**src/rtl/reaction_pkg.sv**
```systemverilog
// -----------------------------------------------------------------------------
// reaction_pkg
// Shared types and constants for the reaction-time millisecond/BCD converter.
//   conv_state_t : converter FSM states
//   dbg_t        : debug view of the converter (FSM state, divider status)
//   BCD_DIGITS   : number of packed BCD digits on the display path
//   MS_BIN_W     : width of the clamped millisecond value fed to the BCD loop
//   bcd_add3     : one "add 3 to every nibble >= 5" pass of shift-add-3
// -----------------------------------------------------------------------------
package reaction_pkg;

  localparam int BCD_DIGITS = 4;
  localparam int MS_BIN_W   = 14;

  typedef enum logic [2:0] {
    IDLE   = 3'd0,
    DIVIDE = 3'd1,
    CLAMP  = 3'd2,
    DABBLE = 3'd3,
    DONE   = 3'd4
  } conv_state_t;

  typedef struct packed {
    conv_state_t state;
    logic        div_busy;
    logic [32:0] div_rem;
  } dbg_t;

  // Applied before each shift so that a nibble which would reach >= 10
  // after doubling carries into the next digit instead.
  function automatic logic [4*BCD_DIGITS-1:0] bcd_add3(
    input logic [4*BCD_DIGITS-1:0] acc
  );
    logic [4*BCD_DIGITS-1:0] res;
    res = acc;
    for (int d = 0; d < BCD_DIGITS; d++) begin
      if (res[4*d +: 4] >= 4'd5) begin
        res[4*d +: 4] = res[4*d +: 4] + 4'd3;
      end
    end
    return res;
  endfunction

endpackage

```
**src/rtl/seq_divider32.sv**
```systemverilog
// -----------------------------------------------------------------------------
// seq_divider32
// 32-bit by constant restoring divider, one quotient bit per clock, MSB first.
// A start while idle latches the dividend; 32 cycles later the quotient and
// remainder hold the result until the next start.
//   clk       : clock
//   rst       : asynchronous active-high reset
//   start     : latch dividend and begin (ignored while busy)
//   dividend  : 32-bit unsigned dividend
//   busy      : a division is in progress
//   done      : the final quotient bit is being produced this cycle; quotient
//               and remainder are final from the next cycle on
//   quotient  : 32-bit quotient
//   remainder : 33-bit remainder (always < DIVISOR once finished)
// DIVISOR must be non-zero.
// -----------------------------------------------------------------------------
module seq_divider32 #(
  parameter logic [31:0] DIVISOR = 32'd100000
) (
  input  logic        clk,
  input  logic        rst,
  input  logic        start,
  input  logic [31:0] dividend,
  output logic        busy,
  output logic        done,
  output logic [31:0] quotient,
  output logic [32:0] remainder
);

  logic [31:0] r_dvd;
  logic [32:0] r_rem;
  logic [31:0] r_quot;
  logic [4:0]  r_cnt;
  logic        r_busy;

  logic [32:0] w_rem_shift;
  logic        w_fits;

  // Partial remainder is always < DIVISOR, so its low 32 bits plus the next
  // dividend bit hold the shifted value without loss.
  assign w_rem_shift = {r_rem[31:0], r_dvd[31]};
  assign w_fits      = (w_rem_shift >= {1'b0, DIVISOR});

  always_ff @(posedge clk or posedge rst) begin
    if (rst) begin
      r_dvd  <= '0;
      r_rem  <= '0;
      r_quot <= '0;
      r_cnt  <= '0;
      r_busy <= 1'b0;
    end else if (start && !r_busy) begin
      r_dvd  <= dividend;
      r_rem  <= '0;
      r_quot <= '0;
      r_cnt  <= 5'd31;
      r_busy <= 1'b1;
    end else if (r_busy) begin
      r_dvd  <= {r_dvd[30:0], 1'b0};
      r_rem  <= w_fits ? (w_rem_shift - {1'b0, DIVISOR}) : w_rem_shift;
      r_quot <= {r_quot[30:0], w_fits};
      if (r_cnt == 5'd0) begin
        r_busy <= 1'b0;
      end else begin
        r_cnt <= r_cnt - 5'd1;
      end
    end
  end

  assign busy      = r_busy;
  assign done      = r_busy && (r_cnt == 5'd0);
  assign quotient  = r_quot;
  assign remainder = r_rem;

endmodule

```
**src/rtl/reaction_ms_bcd.sv**
```systemverilog
// -----------------------------------------------------------------------------
// reaction_ms_bcd
// Converts a reaction time in clock cycles into whole milliseconds, clamps it
// at MAX_MS and publishes it as four packed BCD digits for the display mux.
// Fixed 50-cycle latency from accept to out_valid, one conversion per 51 cycles.
//
// Handshake: a value is taken on a rising edge where in_valid and in_ready are
// both high. in_ready is high only while idle; in_valid while busy is dropped,
// never queued. out_valid is a single-cycle pulse; bcd_ms/overflow hold their
// value until the next out_valid.
//
//   CLK100MHZ : clock
//   BTNU      : asynchronous active-high reset
//   in_valid  : cycles_in is valid
//   in_ready  : idle, can accept
//   cycles_in : reaction time in clock cycles (unsigned)
//   out_valid : one-cycle pulse, bcd_ms/overflow updated
//   bcd_ms    : {thousands, hundreds, tens, ones}
//   overflow  : last quotient exceeded MAX_MS
//   dbg       : FSM state and divider status for observation
// CYCLES_PER_MS must be >= 1; MAX_MS must be <= 9999.
// -----------------------------------------------------------------------------
module reaction_ms_bcd
  import reaction_pkg::*;
#(
  parameter int unsigned CYCLES_PER_MS = 100000,
  parameter int unsigned MAX_MS        = 9999
) (
  input  logic        CLK100MHZ,
  input  logic        BTNU,
  input  logic        in_valid,
  output logic        in_ready,
  input  logic [31:0] cycles_in,
  output logic        out_valid,
  output logic [15:0] bcd_ms,
  output logic        overflow,
  output dbg_t        dbg
);

  // 14 shift-add-3 steps followed by 2 hold cycles keep the latency fixed.
  localparam int         DABBLE_PAD  = 2;
  localparam logic [3:0] DABBLE_LAST = 4'(MS_BIN_W + DABBLE_PAD - 1);

  conv_state_t             r_state;
  logic                    r_in_ready;
  logic                    r_out_valid;
  logic [4*BCD_DIGITS-1:0] r_bcd;
  logic                    r_ovf;
  logic                    r_ovf_next;
  logic [MS_BIN_W-1:0]     r_bin;
  logic [4*BCD_DIGITS-1:0] r_acc;
  logic [3:0]              r_cnt;

  logic                    w_start;
  logic                    w_div_busy;
  logic                    w_div_done;
  logic [31:0]             w_div_quot;
  logic [32:0]             w_div_rem;
  logic [4*BCD_DIGITS-1:0] w_acc_adj;

  // r_in_ready is high exactly while in IDLE, so this is the accept strobe.
  assign w_start   = in_valid && r_in_ready;
  assign w_acc_adj = bcd_add3(r_acc);

  seq_divider32 #(
    .DIVISOR (32'(CYCLES_PER_MS))
  ) u_div (
    .clk       (CLK100MHZ),
    .rst       (BTNU),
    .start     (w_start),
    .dividend  (cycles_in),
    .busy      (w_div_busy),
    .done      (w_div_done),
    .quotient  (w_div_quot),
    .remainder (w_div_rem)
  );

  always_ff @(posedge CLK100MHZ or posedge BTNU) begin
    if (BTNU) begin
      r_state     <= IDLE;
      r_in_ready  <= 1'b1;
      r_out_valid <= 1'b0;
      r_bcd       <= '0;
      r_ovf       <= 1'b0;
      r_ovf_next  <= 1'b0;
      r_bin       <= '0;
      r_acc       <= '0;
      r_cnt       <= '0;
    end else begin
      case (r_state)
        IDLE: begin
          // The divider latches cycles_in on this same edge.
          if (w_start) begin
            r_in_ready <= 1'b0;
            r_state    <= DIVIDE;
          end
        end

        DIVIDE: begin
          // Leave on the edge that produces the last quotient bit, so the
          // quotient is final throughout CLAMP.
          if (w_div_done) begin
            r_state <= CLAMP;
          end
        end

        CLAMP: begin
          if (w_div_quot > 32'(MAX_MS)) begin
            r_bin      <= MS_BIN_W'(MAX_MS);
            r_ovf_next <= 1'b1;
          end else begin
            r_bin      <= w_div_quot[MS_BIN_W-1:0];
            r_ovf_next <= 1'b0;
          end
          r_acc   <= '0;
          r_cnt   <= '0;
          r_state <= DABBLE;
        end

        DABBLE: begin
          if (r_cnt < 4'(MS_BIN_W)) begin
            r_acc <= {w_acc_adj[4*BCD_DIGITS-2:0], r_bin[MS_BIN_W-1]};
            r_bin <= {r_bin[MS_BIN_W-2:0], 1'b0};
          end
          // Outputs are registered on the edge entering DONE so out_valid
          // is high for exactly the DONE cycle.
          if (r_cnt == DABBLE_LAST) begin
            r_bcd       <= r_acc;
            r_ovf       <= r_ovf_next;
            r_out_valid <= 1'b1;
            r_state     <= DONE;
          end else begin
            r_cnt <= r_cnt + 4'd1;
          end
        end

        DONE: begin
          r_out_valid <= 1'b0;
          r_in_ready  <= 1'b1;
          r_state     <= IDLE;
        end

        default: begin
          r_out_valid <= 1'b0;
          r_in_ready  <= 1'b1;
          r_state     <= IDLE;
        end
      endcase
    end
  end

  assign in_ready  = r_in_ready;
  assign out_valid = r_out_valid;
  assign bcd_ms    = r_bcd;
  assign overflow  = r_ovf;
  assign dbg       = '{state: r_state, div_busy: w_div_busy, div_rem: w_div_rem};

endmodule
```
**config.mk**
```make
export PLATFORM = sky130hd
export DESIGN_NAME = reaction_ms_bcd
export DESIGN_NICKNAME = d
export VERILOG_FILES = /design/src/rtl/reaction_pkg.sv /design/src/rtl/seq_divider32.sv /design/src/rtl/reaction_ms_bcd.sv
export SDC_FILE = /design/constraint.sdc
export NUM_CORES = 1
export LEC_CHECK = 0
export ABC_CLOCK_PERIOD_IN_PS = 6100
export BUFFER_PORTS_ARGS = -buffer_cell sky130_fd_sc_hd__buf_2
export CORE_MARGIN = 5
export CORE_UTILIZATION = 45
export CTS_CLUSTER_SIZE = 24
export DETAILED_ROUTE_END_ITERATION = 10
export GPL_TIMING_DRIVEN = 1
export PLACE_DENSITY = 0.74
export SLEW_MARGIN = 20
export SYNTH_ARGS = -nofsm -noshare
export SYNTH_HDL_FRONTEND = slang
export SYNTH_SLANG_ARGS = --single-unit
```
**constraint.sdc**
```tcl
create_clock -name CLK100MHZ -period 6.1 [get_ports CLK100MHZ]
set_clock_uncertainty 0.05 [all_clocks]
set_input_delay 0.61 -clock CLK100MHZ [delete_from_list [all_inputs] [get_ports CLK100MHZ]]
set_output_delay 0.61 -clock CLK100MHZ [all_outputs]
set_load 0.01 [all_outputs]
```
==> results of run 1 <==
-- power by group through the flow --
stage | clock network [uW] | registers, uW | logic, uW
2_1_floorplan | 0 | 1080 | 16.4
4_1_cts | 1200 | 1060 | 35.4
5_1_grt | 1250 | 1060 | 41.7
3_3_place_gp | 0 | 1080 | 35.3
6_report | 1180 | 1060 | 35.5
3_5_place_dp | 0 | 1080 | 35.2
-- flip-flops by register name (all words and copies together) (netlist names), 3 cells and up --
register,flops
u_div.remainder,33
r_state,3
r_bin,14
u_div.r_cnt,5
u_div.r_dvd,32
bcd_ms,16
u_div.quotient,32
r_acc,16
r_cnt,4
-- stage by stage --
step,instances,utilization,hold slack (ps)
2_1_floorplan,806,-,389
3_3_place_gp,1077,0.489,408
3_5_place_dp,1077,0.489,415
4_1_cts,1109,0.527,379
5_1_grt,1110,0.529,84.3
6_report,1110,0.529,73.8
-- synth_stat cells, types with 3 or more instances --
| master | count |
|---|---|
| dfrtp_1 | 159 |
| nand2_1 | 143 |
| o21ai_0 | 99 |
| nor2_1 | 51 |
| a21oi_1 | 32 |
| clkbuf_1 | 32 |
| mux2i_1 | 31 |
| nand3_1 | 25 |
| mux2_2 | 20 |
| inv_1 | 19 |
| xnor2_1 | 13 |
| ha_1 | 12 |
| xor2_1 | 10 |
| buf_1 | 9 |
| nor3_1 | 8 |
| a221oi_1 | 7 |
| o31ai_1 | 7 |
| a22o_1 | 6 |
| a32o_1 | 6 |
| nor4_1 | 6 |
| o211ai_1 | 6 |
| o22ai_1 | 6 |
| and3_1 | 5 |
| nand2b_1 | 5 |
| o311ai_0 | 5 |
| or3_1 | 5 |
| a21o_1 | 4 |
| buf_2 | 4 |
| nand4_1 | 4 |
| nor2b_1 | 4 |
| nor3_2 | 4 |
| nor3b_1 | 4 |
| nor4b_1 | 4 |
| o21ai_1 | 4 |
| a31oi_1 | 3 |
| and2_1 | 3 |
| nand3b_1 | 3 |
| o311ai_2 | 3 |
| o31ai_4 | 3 |
| or4_1 | 3 |
-- how the worst max path moves through the flow --
stage,to,slack [ps],cells after the start
2_1_floorplan,bcd_ms[0],1120,1
3_3_place_gp,r_acc[15],3470,5
6_report,dbg[33],3070,2
3_5_place_dp,r_acc[11],3410,5
4_1_cts,dbg[33],3060,2
5_1_grt,dbg[33],2870,2
-- per-layer routing --
layer,part of all wire,global-route usage,up-vias,routed length (um)
met5,0,0,-,0
met4,0.014,0.0561,0,231
met3,0.058,0.0454,20,996
met2,0.47,0.275,153,8060
met1,0.46,0.243,2964,7780
li1,-,-,2982,-
-- critical path, stage by stage (launching register included) --
cell	delay, ps
dfrtp_4	940
buf_4	720
buf_2	250
-- cell type report --
cell class	instances	area (um2)	share of cell area
Inverter	19	76.3	0.00837
Tap cell	225	282	0.0309
Clock inverter	12	205	0.0225
Clock buffer	20	447	0.0490
Timing Repair Buffer	96	515	0.0565
Multi-Input combinational cell	578	3580	0.393
Sequential cell	160	4010	0.440
-- cells by family after synthesis --
logic type / Yosys count
AND/OR/NAND/NOR: 287
AO/OA/AOI/OAI: 205
flip-flops: 160
buffers and inverters: 68
multiplexers: 51
XOR/XNOR: 23
adder cells (fa/ha/maj): 12
==> flow_summary.toml, run 1 <==
[synth]
synth_compound_area_frac = 0.169
synth.avg_cell_area_um2 = 9.75
synthCells = 806
synth_nets = 853
ys.warnings.count = 0
synth_area_leader_cell = "dfrtp_1"
synthXorXnorAreaFrac = 0.0256
synth_mux_area_frac = 0.0681
yosys.area_share.adder = 0.0191
yosys.area.top_type_share = 0.506
ys_seq_area_frac = 0.510
synthTopCellsByArea = "dfrtp_1 51%, nand2_1 6.8%, o21ai_0 6.3%"
ys.flop_type = "dfrtp_1"
synth_top_family_by_area = "simple AND/OR/NAND/NOR gates"
synth-seq-cells = 160
syn_area_mm2 = 0.00786
synthArstFlopShare = 1.00
synth_cell_types = 64
synthSimpleGateAreaFrac = 0.172
synth_edf_count = 0

[finish]
final_common_cell = "dfrtp_1"
final_nets = 919
final_cell_mix = "158 x dfrtp_1, 142 x nand2_1, 99 x o21ai_0, 90 x buf_2, 51 x nor2_1"
diodes = 0
fin_area_mm2 = 0.00912
area_growth_pct = 16.0
drive_gt1_frac = 0.192
nFillCells = 1507

[cts]
tritoncts = "done"
numCtsBuffers = 17
clk_latency_ps = 430
cts_post_setup_buffers_inserted = 0
clock_sinks = 160
ctsLongestPathBuffers = 2
cts_root_buffer = "clkbuf_16"
h-tree-depth = 4
hold_buffers = 0
cts_resized = 0
path_clk_slew_ps = 70

[worst_setup_path]
rr_startpoint = "r_state[2]"
endpoint_kind = "primary output"
arrival_ps = 2370
crit_start = "u_div.busy"
cp_max_fo = 92
ff2ff_path_depth = 5
cp.required_ps = 5440
r2r-end = "r_acc[11]"
path_class = "flip-flop to primary output"
r2r_slack_ps = 3400
startpoint_type = "flip-flop"

[global_route]
grt_pass1_wl_mm = 29.2
grt_overflow = 0
antenna_found_initial = 0
grt_max_degree = 110
grt_pass1_vias = 5853
grt_usage = 0.177

[place]
pre_cts_ws_ps = 3410
place_congestion = 0.855
dpl-instance-area_mm2 = 0.00844
port_buffers = 90
hpwl_mm = 11.3

[power]
p_leak_uw = 0.00410
power.total_uw = 2280
ir_drop_mv = 0.219
combPwrFrac = 0.016
p_int_uw = 1810
p_clk_frac = 0.518
p_seq_frac = 0.466
power_density_mw_per_mm2 = 250
switchingPower_uw = 464
swShare = 0.204

[floorplan]
core-area_mm2 = 0.0172
start_util = 0.456
fp.dieH_um = 142
die_x_um = 142
io_pins = 91
rows = 48
die_area_mm2 = 0.0202

[sta]
setup_tns_ps = 0
period_share = 0.497
timing.fmax_mhz = 330
tightestPinTransition_ps = 1010
hold_violations = 0
finalSetupViolations = 0
min_period_ps = 3030
rsz0062_at_grt = "no"
setup_ws_ps = 3070
final_max_slew_viol_count = 0
slew_headroom = 0.326

[route]
drc = 0
first_pass_iters = 5
viasPerCell = 5.51
drt-total-wl_mm = 17.1
post_drt_wl_per_cell_um = 15.4
drt-initial-drc-count = 464
ant_nets = 0
num_vias = 6119

[run]
drv_cap = 0

[run_status]
status = "finished, final reports clean"

[worst_hold_path]
min-delay-path-class = "input port to async pin"
Power figures use the tool's default switching activity.
==> run 2, diff against run 1 <==
ABC_CLOCK_PERIOD_IN_PS = 2500   (was 6100)
PLACE_DENSITY = 0.77   (was 0.74)
clock period = 2.5 ns   (was 6.1 ns; I/O delays follow)
==> flow_summary.toml, run 2 (synthesis results as in run 1) <==
[floorplan]
fp.dieH_um = 142
core-area_mm2 = 0.0172
die_area_mm2 = 0.0202
start_util = 0.456
io_pins = 91
die_x_um = 142
rows = 48

[cts]
path_clk_slew_ps = 70
numCtsBuffers = 17
clock_sinks = 160
tritoncts = "done"
h-tree-depth = 4
cts_root_buffer = "clkbuf_16"
clk_latency_ps = 420
ctsLongestPathBuffers = 2

[sta]
slew_headroom = 0.430
setup_tns_ps = 0
final_max_slew_viol_count = 0
tightestPinTransition_ps = 853
setup_ws_ps = 120
timing.fmax_mhz = 420
rsz0062_at_grt = "no"
finalSetupViolations = 0
fin_hold_ws_ps = 59.6
min_period_ps = 2380
hold_violations = 0
period_share = 0.952

[global_route]
grt_overflow = 0
antenna_found_initial = 0
grt_max_degree = 108
grt_pass1_wl_mm = 30.7
grt_usage = 0.183
grt_pass1_vias = 6190

[worst_setup_path]
ff2ff_path_depth = 6
r2r_slack_ps = 120
endpoint_kind = "flip-flop"
cp.required_ps = 2760
rr_startpoint = "u_div.remainder[19]"
cp-endpoint = "u_div.remainder[21]"
path_class = "flip-flop to flip-flop"
crit_start = "u_div.remainder[19]"
cp_max_fo = 9
r2r-end = "u_div.remainder[21]"
startpoint_type = "flip-flop"
arrival_ps = 2640

[finish]
largest_register_ffs = 33
final_nets = 958
final_common_cell = "dfrtp_1"
nFillCells = 1477
final_cell_mix = "157 x dfrtp_1, 142 x nand2_1, 99 x o21ai_0, 90 x buf_2, 50 x nor2_1"
drive_gt1_frac = 0.228
finalCoreUtilization = 0.547
area_growth_pct = 20.0
diodes = 0

[power]
p_leak_uw = 0.00429
power.total_uw = 5380
power_density_mw_per_mm2 = 571
ir_drop_mv = 0.475

[route]
drc = 0
num_vias = 6356
ant_nets = 0
first_pass_iters = 5
drt-initial-drc-count = 406
post_drt_wl_per_cell_um = 15.6
drt-total-wl_mm = 17.9
viasPerCell = 5.53

[place]
place_congestion = 0.889
port_buffers = 90
pre_cts_ws_ps = 89.8
hpwl_mm = 12.0

[run_status]
status = "finished, final reports clean"

[worst_hold_path]
min-delay-path-class = "input port to flip-flop"
min-delay-start = "cycles_in[0]"

[run]
drv_cap = 0
## run 2: cell count changes in the layout (fill, tap and decap cells not counted), sizes merged
cell         before  now
buf              96  134
bufinv            5    2
dlygate4sd3       0    1
clkinv            4    3
clkbuf           20   18
inv              20   26
## run 2: how the worst min path moves through the flow
stage / cells after the start / endpoint
6_report: 3 / u_div.r_dvd[0]
5_1_grt: 3 / u_div.r_dvd[0]
4_1_cts: 3 / u_div.r_dvd[0]
3_5_place_dp: 2 / r_bin[10]
3_3_place_gp: 2 / u_div.quotient[11]
2_1_floorplan: 2 / u_div.r_dvd[0]
## run 2: layout make-up
cell class / count / area, um2 / area share
timing repair buffer: 135 / 866 / 0.0918
sequential: 160 / 4010 / 0.425
inverter: 19 / 75.1 / 0.00796
clock inverter: 14 / 170 / 0.0180
tap: 225 / 282 / 0.0299
clock buffer: 18 / 439 / 0.0466
multi-input combinational: 578 / 3590 / 0.380
## run 2: where the power goes
part / internal (uW) / leakage [uW] / total (uW) / switching, uW
Clock: 1540 / 0.000300 / 2700 / 1160
Combinational: 33.8 / 0.00223 / 96.1 / 62.3
Sequential: 2590 / 0.00176 / 2590 / 0
## run 2: stage by stage
step	area, um2	std cells
global placement	8780	1114
detailed placement	8780	1114
floorplan	7860	806
finish	9430	1149
CTS	9400	1147
global route	9430	1149
## run 2: per-layer routing
metal	track usage	up-vias	part of all wire
met2	0.291	166	0.48
met1	0.250	3097	0.45
met4	0.0525	0	0.012
met5	0	-	0
met3	0.0437	22	0.058
li1	-	3071	-
## run 2: critical path: stages (launching register included)
cell      delay [ps]
dfrtp_2          470
nor3_4           280
nand3_4           90
or4_4            560
o211ai_1         290
mux2_2           370
a21o_1           170
## run 2: what timing repair did
action	4_1_cts	5_1_grt
setup buffers	0	2
gates resized for setup	0	3
hold buffers	1	0
hold endpoints to repair	27	0
setup endpoints to repair	0	8
==> run 3, diff against run 2 <==
CORE_UTILIZATION = 42   (was 45)
MAX_ROUTING_LAYER = met4   (was unset)
PLACE_DENSITY = 0.73   (was 0.77)
SLEW_MARGIN = 10   (was 20)
==> flow_summary.toml, run 3 (synthesis results as in run 1) <==
[run_status]
status = "finished, final reports clean"

[run]
drv_cap = 0

[finish]
final_cell_mix = "158 x dfrtp_1, 142 x nand2_1, 99 x o21ai_0, 90 x buf_2, 51 x nor2_1"
finalCoreUtilization = 0.505
seq_area_mm2 = 0.00401
final_nets = 950
multiInputGateArea_mm2 = 0.00359
drive_gt1_frac = 0.219
nFillCells = 1649
largest_register_ffs = 33
area_growth_pct = 19.4
final_common_cell = "dfrtp_1"
diodes = 0

[cts]
cts_root_buffer = "clkbuf_16"
cts_post_setup_buffers_inserted = 0
h-tree-depth = 4
numCtsBuffers = 17
clk_latency_ps = 420
ctsLongestPathBuffers = 2
path_clk_slew_ps = 70
clock_sinks = 160
tritoncts = "done"

[floorplan]
die_area_mm2 = 0.0215
start_util = 0.423
rows = 50
fp.dieH_um = 147
core-area_mm2 = 0.0186
die_x_um = 147
io_pins = 91

[place]
port_buffers = 90
place_congestion = 0.880
hpwl_mm = 12.0

[sta]
setup_tns_ps = 0
final_max_slew_viol_count = 0
hold_violations = 0
timing.fmax_mhz = 415
slew_headroom = 0.586
tightestPinTransition_ps = 620
period_share = 0.964
finalSetupViolations = 0
rsz0062_at_grt = "no"
min_period_ps = 2410

[global_route]
antenna_found_initial = 0
use_met2 = 0.264
grt_pass1_vias = 6099
grt_overflow = 0
grt_max_degree = 98
met1_usage = 0.231
gr-usage-met3 = 0.0352
top_usage_layer = "met2"
grt_pass1_wl_mm = 30.1
grt_usage = 0.172

[route]
num_vias = 6270
drc = 0
drt-initial-drc-count = 475
viasPerCell = 5.45
first_pass_iters = 5
ant_nets = 0
post_drt_wl_per_cell_um = 15.6
drt-total-wl_mm = 17.9

[power]
combPwrFrac = 0.016
p_int_uw = 4360
p_leak_uw = 0.00426
switchingPower_uw = 1150
power_density_mw_per_mm2 = 587
p_clk_frac = 0.514
swShare = 0.208
p_seq_frac = 0.470
ir_drop_mv = 0.500

[worst_setup_path]
path_class = "flip-flop to flip-flop"
startpoint_type = "flip-flop"
endpoint_kind = "flip-flop"
cp.required_ps = 2760
arrival_ps = 2670
cp_max_fo = 9

[worst_hold_path]
min-delay-path-class = "input port to flip-flop"
[run 3: changes by cell type in the layout (fill, tap and decap cells not counted)]
cell	previous run	this run
clkinv_2	1	0
buf_12	6	3
dfrtp_2	1	0
buf_4	38	33
bufinv_16	2	3
nor2_1	50	51
dfrtp_1	157	158
inv_8	4	0
nor3_2	3	2
inv_6	4	3
nor3_4	2	3
nor2_2	1	0
clkbuf_8	1	6
[run 3: final cells by class]
type                    count  share of cell area
flip-flops and latches    160               0.427
clock buffers              23              0.0541
inverters                  19             0.00800
repair buffers            127              0.0819
well taps                 234              0.0312
clock inverters             9              0.0151
multi-input cells         578               0.383
[run 3: power groups by stage]
| stage | Clock, uW | Combinational (uW) | Sequential [uW] |
|---|---|---|---|
| after floorplan | 0 | 40.5 | 2640 |
| after global placement | 0 | 92.1 | 2640 |
| after detailed placement | 0 | 92.0 | 2640 |
| after CTS | 2890 | 93.1 | 2590 |
| after global routing | 3010 | 104 | 2590 |
| final | 2830 | 87.7 | 2590 |
[run 3: routing by layer]
metal  routed length [um]  share of wire
met1                 8420           0.47
met2                 8450           0.47
met3                  839          0.047
met4                  239          0.013
met5                    0              0
[run 3: critical path: stages, from the launching register on]
cell      delay [ps]
dfrtp_1          440
nor3_4           220
nand3b_1         180
or4_4            590
o211ai_1         270
mux2_2           370
a21o_1           170
[run 3: worst paths after layout]
check / from / to / slack, ps / depth (start not counted)
max: u_div.remainder[26] / u_div.remainder[21] / 90 / 6
min reg2reg: u_div.r_dvd[27] / u_div.r_dvd[28] / 430 / 2
max reg2reg: u_div.remainder[26] / u_div.remainder[21] / 90 / 6
min in group asynchronous: BTNU / r_bin[11] / 480 / 4
min: cycles_in[0] / u_div.r_dvd[0] / 30 / 3
max in group asynchronous: BTNU / u_div.busy / 1430 / 4
[run 3: metrics by stage]
step | area [um2] | hold slack, ps | setup slack, ps | std cells | total power, uW
floorplan | 7860 | 342 | 127 | 806 | 2680
global placement | 8710 | 364 | 140 | 1117 | 2730
detailed placement | 8710 | 361 | 102 | 1117 | 2730
CTS | 9370 | 13.7 | 82.0 | 1150 | 5570
global route | 9390 | 14.8 | 6.60 | 1150 | 5700
finish | 9390 | 26.7 | 90.0 | 1150 | 5510
[run 3: repair_timing]
item                                    CTS  global route
hold buffers                              1             0
endpoints found under the setup margin    0             7
resized for setup                         0             2
endpoints found under the hold margin   127             0
